`config.mk`:
```
export PLATFORM = sky130hd
export DESIGN_NAME = gpio_in_ctl_flat
export DESIGN_NICKNAME = d
export VERILOG_FILES = /design/src/rtl/gpio_in_ctl_pkg.sv /design/src/rtl/gpio_in_ctl_if.sv /design/src/rtl/gpio_debounce.sv /design/src/rtl/gpio_in_ctl.sv /design/src/flat_wrapper.sv
export SDC_FILE = /design/constraint.sdc
export NUM_CORES = 1
export LEC_CHECK = 0
export ABC_AREA = 1
export CAP_MARGIN = 20
export CORE_UTILIZATION = 60
export DETAILED_ROUTE_END_ITERATION = 10
export GPL_ROUTABILITY_DRIVEN = 0
export GPL_TIMING_DRIVEN = 0
export MAX_ROUTING_LAYER = met4
export PLACE_DENSITY = 0.84
export SLEW_MARGIN = 30
export SYNTH_ARGS = -nofsm -noshare
export SYNTH_HDL_FRONTEND = slang
export SYNTH_SLANG_ARGS = --single-unit
```
`constraint.sdc`:
```
create_clock -name CLK -period 2.05 [get_ports CLK]
set_input_delay 0.205 -clock CLK [delete_from_list [all_inputs] [get_ports CLK]]
set_output_delay 0.205 -clock CLK [all_outputs]
set_load 0.05 [all_outputs]
```
`src/rtl/gpio_in_ctl_pkg.sv`:
```
// rtl/gpio_in_ctl_pkg.sv - shared register map and bus constants for the GPIO input controller
package gpio_defs;

    localparam int BUS_W = 32;

    localparam logic [2:0] GPIO_DATA = 3'd0;
    localparam logic [2:0] GPIO_RISE = 3'd1;
    localparam logic [2:0] GPIO_FALL = 3'd2;
    localparam logic [2:0] GPIO_PEND = 3'd3;
    localparam logic [2:0] GPIO_DBNC = 3'd4;

    typedef enum logic {
        BUS_IDLE = 1'b0,
        BUS_ACK  = 1'b1
    } bus_state_e;

endpackage

```
`src/rtl/gpio_in_ctl_if.sv`:
```
// rtl/gpio_in_ctl_if.sv - register bus between the CPU side and the GPIO input controller
interface gpio_in_ctl_if;
    import gpio_defs::*;

    logic             i_stb;
    logic             i_rw;
    logic [2:0]       i_addr;
    logic [BUS_W-1:0] i_dtw;
    logic [BUS_W-1:0] o_dtr;
    logic             o_ack;

    modport master (
        output i_stb, i_rw, i_addr, i_dtw,
        input  o_dtr, o_ack
    );

    modport slave (
        input  i_stb, i_rw, i_addr, i_dtw,
        output o_dtr, o_ack
    );

endinterface

```
`src/rtl/gpio_debounce.sv`:
```
// rtl/gpio_debounce.sv - per-pin two-flop synchronizer and debounce counter
// changed_o is high in the cycle whose closing edge updates state_o; dir_o is the new level.
module gpio_debounce #(
    parameter int CW = 8
) (
    input  logic          clk_i,
    input  logic          rst_ni,
    input  logic          pin_i,
    input  logic [CW-1:0] dbreg_i,
    output logic          state_o,
    output logic          changed_o,
    output logic          dir_o
);

    logic          sync1_q;
    logic          sync2_q;
    logic          state_q;
    logic          state_d;
    logic [CW-1:0] cnt_q;
    logic [CW-1:0] cnt_d;

    always_comb begin
        state_d = state_q;
        cnt_d   = cnt_q;
        if (sync2_q == state_q) begin
            cnt_d = '0;
        end else if (cnt_q == dbreg_i) begin
            state_d = sync2_q;
            cnt_d   = '0;
        end else begin
            // A counter left above a freshly lowered dbreg wraps before matching.
            cnt_d = cnt_q + CW'(1);
        end
    end

    always_ff @(posedge clk_i or negedge rst_ni) begin
        if (!rst_ni) begin
            sync1_q <= 1'b0;
            sync2_q <= 1'b0;
            state_q <= 1'b0;
            cnt_q   <= '0;
        end else begin
            sync1_q <= pin_i;
            sync2_q <= sync1_q;
            state_q <= state_d;
            cnt_q   <= cnt_d;
        end
    end

    assign state_o   = state_q;
    assign changed_o = (sync2_q != state_q) && (cnt_q == dbreg_i);
    assign dir_o     = sync2_q;

endmodule

```
`src/rtl/gpio_in_ctl.sv`:
```
// rtl/gpio_in_ctl.sv - GPIO input controller: debounced pins, edge-to-pending latch, register file
module gpio_in_ctl
    import gpio_defs::*;
#(
    parameter int NPINS = 9,
    parameter int CW    = 8
) (
    input  logic             CLK,
    input  logic             RST_N,
    input  logic [NPINS-1:0] i_pins,
    gpio_in_ctl_if.slave     bus,
    output logic             o_irq
);

    logic [NPINS-1:0] state_w;
    logic [NPINS-1:0] changed_w;
    logic [NPINS-1:0] dir_w;
    logic [NPINS-1:0] set_w;
    logic [NPINS-1:0] clr_w;
    logic [NPINS-1:0] pending_d;
    logic [NPINS-1:0] pending_q;
    logic [NPINS-1:0] rise_en_q;
    logic [NPINS-1:0] fall_en_q;
    logic [CW-1:0]    dbreg_q;
    logic [BUS_W-1:0] rdata_w;
    logic [BUS_W-1:0] dtr_q;
    logic             ack_q;
    logic             irq_q;
    logic             access_w;
    logic             wr_w;
    bus_state_e       bus_q;

    for (genvar g = 0; g < NPINS; g++) begin : g_pin
        gpio_debounce #(.CW(CW)) u_dbnc (
            .clk_i     (CLK),
            .rst_ni    (RST_N),
            .pin_i     (i_pins[g]),
            .dbreg_i   (dbreg_q),
            .state_o   (state_w[g]),
            .changed_o (changed_w[g]),
            .dir_o     (dir_w[g])
        );
    end

    assign access_w = (bus_q == BUS_IDLE) && bus.i_stb;
    assign wr_w     = access_w && bus.i_rw;

    always_comb begin
        rdata_w = '0;
        case (bus.i_addr)
            GPIO_DATA: rdata_w = BUS_W'(state_w);
            GPIO_RISE: rdata_w = BUS_W'(rise_en_q);
            GPIO_FALL: rdata_w = BUS_W'(fall_en_q);
            GPIO_PEND: rdata_w = BUS_W'(pending_q);
            GPIO_DBNC: rdata_w = BUS_W'(dbreg_q);
            default:   rdata_w = '0;
        endcase
    end

    // Set has priority over a simultaneous write-1-to-clear.
    always_comb begin
        set_w     = changed_w & ((dir_w & rise_en_q) | (~dir_w & fall_en_q));
        clr_w     = (wr_w && (bus.i_addr == GPIO_PEND)) ? NPINS'(bus.i_dtw) : '0;
        pending_d = (pending_q & ~clr_w) | set_w;
    end

    always_ff @(posedge CLK or negedge RST_N) begin
        if (!RST_N) begin
            bus_q     <= BUS_IDLE;
            ack_q     <= 1'b0;
            dtr_q     <= '0;
            irq_q     <= 1'b0;
            rise_en_q <= '0;
            fall_en_q <= '0;
            dbreg_q   <= '0;
            pending_q <= '0;
        end else begin
            pending_q <= pending_d;
            irq_q     <= |pending_q;
            case (bus_q)
                BUS_IDLE: begin
                    if (bus.i_stb) begin
                        bus_q <= BUS_ACK;
                        ack_q <= 1'b1;
                        dtr_q <= rdata_w;
                        if (bus.i_rw) begin
                            case (bus.i_addr)
                                GPIO_RISE: rise_en_q <= NPINS'(bus.i_dtw);
                                GPIO_FALL: fall_en_q <= NPINS'(bus.i_dtw);
                                GPIO_DBNC: dbreg_q   <= CW'(bus.i_dtw);
                                default:   ;
                            endcase
                        end
                    end
                end
                BUS_ACK: begin
                    bus_q <= BUS_IDLE;
                    ack_q <= 1'b0;
                    dtr_q <= '0;
                end
                default: begin
                    bus_q <= BUS_IDLE;
                    ack_q <= 1'b0;
                    dtr_q <= '0;
                end
            endcase
        end
    end

    assign bus.o_ack = ack_q;
    assign bus.o_dtr = dtr_q;
    assign o_irq     = irq_q;

endmodule

```
`src/flat_wrapper.sv`:
```
// flat-port wrapper written by rule: the top's interface ports become plain ports
module gpio_in_ctl_flat import gpio_defs::*;
#(
    parameter int NPINS = 9,
    parameter int CW    = 8
)
  (CLK, RST_N, i_pins, o_irq, bus_i_stb, bus_i_rw, bus_i_addr, bus_i_dtw, bus_o_dtr, bus_o_ack);
  gpio_in_ctl_if bus_i ();
  input  logic CLK;
  input  logic RST_N;
  input  logic [NPINS-1:0] i_pins;
  output logic o_irq;
  input wire logic [$bits(bus_i.i_stb)-1:0] bus_i_stb;
  input wire logic [$bits(bus_i.i_rw)-1:0] bus_i_rw;
  input wire logic [$bits(bus_i.i_addr)-1:0] bus_i_addr;
  input wire logic [$bits(bus_i.i_dtw)-1:0] bus_i_dtw;
  output wire logic [$bits(bus_i.o_dtr)-1:0] bus_o_dtr;
  output wire logic [$bits(bus_i.o_ack)-1:0] bus_o_ack;
  assign bus_i.i_stb = bus_i_stb;
  assign bus_i.i_rw = bus_i_rw;
  assign bus_i.i_addr = bus_i_addr;
  assign bus_i.i_dtw = bus_i_dtw;
  assign bus_o_dtr = bus_i.o_dtr;
  assign bus_o_ack = bus_i.o_ack;
  gpio_in_ctl #(.NPINS(NPINS), .CW(CW)) u_core (.CLK(CLK), .RST_N(RST_N), .i_pins(i_pins), .bus(bus_i), .o_irq(o_irq));
endmodule
```
==> reports/qor.yml <==
synthesis:
  ys_ff_latch: 146
  synth-main-ff-cell: "dfrtp_1"
  syn_area_sq_um: 7970
  synth_area_per_cell_sq_um: 7.583
  synth_top_area_share_pct: 45.84
  synth_edf_count: 0
  synthCells: 1051
  ys_top_cells_by_area: "dfrtp_1 46%, nand2_1 16%, xnor2_1 7.8%"
  ys_types: 29
  synth_top_area_cell: "dfrtp_1"
  ys.warnings.count: 0
  seq_area_frac_synth_pct: 45.84
  ys_async_sr_fraction_pct: 100.0
route:
  route.detailed.wl_per_inst_um: 14.32
  ant_nets: 0
  vias: 6761
  drc_errors: 0
  drt_iter0_drc: 666
  finalWirelength_um: 18770
  firstDrtPassIters: 7
  viasPerCell: 5.157
finish:
  regArea_sq_um: 3654
  syn_to_final_growth_pct: 16.75
  instances_no_fill: 1311
  final_area_sq_um: 9305
  multiInputGateArea_sq_um: 3620
  n_fill_cell: 978
  diodes: 0
  layout-drive-gt1-share_pct: 8.341
  post-route-util_pct: 72.85
  nNetsFinal: 1184
sta:
  clock.fmax_ghz: 0.5516
  worst_slack_ns: 0.2371
  rsz0062_at_grt: "false"
  tightest_slew_ns: 0.5910
  fin_crit_sh_pct: 88.43
  maxSlewViolCount: 0
  setup_violations: 0
  min_period_ns: 1.813
  relSlewSlack_pct: 60.46
  clock_skew_ns: 0.006340
  finalHoldViolations: 0
clock_network:
  cts_made_buffers: 17
  insertion_delay_ns: 0.43
  cts_setup_buffers: 0
  cts_resized: 0
  cts_tree: "built"
  htreeDepth: 4
  root_buffer: "clkbuf_16"
  clock_sinks: 146
  ctsLongestPathBuffers: 2
  clkSlewWorstSetupHoldPaths_ns: 0.06
power_and_ir_drop:
  peakVddDrop_v: 0.0008960
  clkPwrFrac_pct: 34.3
  p_sw_share_pct: 34.45
  pwr-share-seq_pct: 38.1
  p_per_area_nw_per_um2: 1096
  internal-power_mw: 6.683
  power.total_mw: 10.19
  p_sw_mw: 3.512
  pwr-share-comb_pct: 27.6
  leakage_nw: 4.803
setup_path:
  startpoint_type: "register"
  crit_arrival_ns: 1.61
  worstReg2RegStart: "u_core.dbreg_q[5]$_DFFE_PN0P_"
  cp.required_ns: 1.85
  crit_path_end_kind: "output pin"
  cp_cell_sequence: "clkdlybuf4s50_1"
  crit_buf_inv: 1
  crit_slowest_cell: "clkdlybuf4s50_1"
  worstPathMaxFanout: 2
  path_delay_family: "buffers and inverters"
  critPathKind: "register to output pin"
  startpoint: "u_core.bus.o_dtr[3]$_DFFE_PN0P_"
  worst_path_largest_cell_delay_ns: 0.82
worst_hold_path:
  hp-class: "primary input to register"
  hold_start: "i_pins[0]"
run_status:
  status: "finished clean"
floorplanning:
  rows: 41
  initial_core_util_pct: 62.40
  dieArea_sq_um: 13750
  die_h_um: 117.3
  coreArea_sq_um: 12770
  die_width_um: 117.3
  io_pins: 82
run:
  cap_violations: 0
place:
  dp_cells: 1279
  dpl_cell_area_sq_um: 8631
  portBuffers: 33
  post-place-ws_ns: 0.1303
  hpwl_um: 12350
grt:
  grt_max_degree: 77
  grt_first_pass_wirelength_um: 30360
  grt_overflow: 0
  track_usage_pct: 30.83
  antenna_found_initial: 0
  first_global_vias: 6515
-- area by class of cell --
class	instances	share of cell area [%]
buffer	41	3.012
clock buffer	20	4.908
clock inverter	11	2.232
inverter	133	5.365
multi-input combinational	753	38.90
sequential	146	39.26
tap	172	2.313
timing repair buffer	35	4.007
-- final timing paths --
path                                                              to  slack (ns)  depth (start not counted)
max                                                     bus_o_dtr[3]        0.24                          1
min                         u_core.g_pin[0].u_dbnc.sync1_q$_DFF_PN0_        0.21                          1
max reg2reg                u_core.g_pin[6].u_dbnc.cnt_q[6]$_DFF_PN0_        0.31                          8
min reg2reg                   u_core.g_pin[5].u_dbnc.dir_o$_DFF_PN0_        0.35                          0
max in group asynchronous  u_core.g_pin[5].u_dbnc.cnt_q[2]$_DFF_PN0_        0.96                          3
min in group asynchronous  u_core.g_pin[7].u_dbnc.cnt_q[5]$_DFF_PN0_        0.34                          2
-- per-layer routing --
layer	wire (um)	vias up	track usage [%]	part of all wire (%)
met5	0	-	-	0
met4	645	0	13.92	3.4
met3	1437	55	8.908	7.7
met2	9064	251	49.33	48
met1	7627	3119	36.07	41
li1	-	3336	-	-
-- Yosys cell counts (2+ instances only) --
cell	n
nand2_1	344
dfrtp_1	146
nor2_1	131
inv_1	126
xnor2_1	71
nand3_1	62
o21ai_1	39
buf_4	28
nand4_1	22
o21ai_0	13
xor2_1	13
buf_2	11
ha_1	9
or2_2	8
inv_2	7
nor3_1	7
nor4_1	2
-- per-stage QoR --
step / hold WS, ns / TNS, ns
4_1_cts: 0.1990 / 0
6_report: 0.2073 / 0
3_3_place_gp: 0.3314 / -724.76
3_5_place_dp: 0.2173 / 0
2_1_floorplan: -0.09059 / 0
5_1_grt: 0.2064 / 0
-- power by group through the flow --
stage / clock, mW / combinational [mW] / sequential, mW
floorplan: 0 / 2.03 / 3.81
global placement: 0 / 2.64 / 3.88
detailed placement: 0 / 2.73 / 3.90
CTS: 3.53 / 2.79 / 3.87
global route: 3.65 / 3.17 / 3.94
finish: 3.50 / 2.81 / 3.88
-- logic make-up (layout without fill, tap and decap cells) --
group           count (synthesis)  count (layout)  synth area share [%]
compound gates                 53              53                 3.344
xor+xnor                       84              84                 9.231
fa+ha+maj                       9               9                 1.413
buf+inv                       174             240                 9.780
flops                         146             146                 45.84
other cells                     1              23               0.04705
simple gates                  584             584                 30.35
-- timing repair --
| item | in CTS | in global routing |
|---|---|---|
| hold buffers | 1 | 0 |
| endpoints found under the hold margin | 75 | 0 |
| setup endpoints to repair | 0 | 0 |
-- sequential cells by signal, indices dropped and copies added, names as in the netlist --
name / count
u_core.g_pin.u_dbnc.cnt_q: 72
u_core.bus.o_dtr: 9
u_core.fall_en_q: 9
u_core.g_pin.u_dbnc.dir_o: 9
u_core.g_pin.u_dbnc.state_o: 9
u_core.g_pin.u_dbnc.sync1_q: 9
u_core.pending_q: 9
u_core.rise_en_q: 9
u_core.dbreg_q: 8
u_core.bus.o_ack: 1
u_core.bus_q: 1
u_core.o_irq: 1
-- cells in the final DEF (no fill, tap or decap), types with 2 or more instances in the layout --
master           synthesis  final
clkbuf_8                 0      2
nand4_1                 22     22
o21ai_1                 39     39
clkbuf_1                 1      2
buf_4                   28     28
clkdlybuf4s50_1          0     32
xor2_1                  13     13
inv_2                    7      7
xnor2_1                 71     71
conb_1                   1     23
nand2_1                344    344
dfrtp_1                146    146
nor3_1                   7      7
buf_2                   11     11
inv_1                  126    126
clkbuf_16                0     17
bufinv_16                0      6
clkinv_2                 0      4
o21ai_0                 13     13
or2_2                    8      8
nor4_1                   2      2
nand3_1                 62     62
nor2_1                 131    131
ha_1                     9      9
Power figures use the tool's default switching activity.
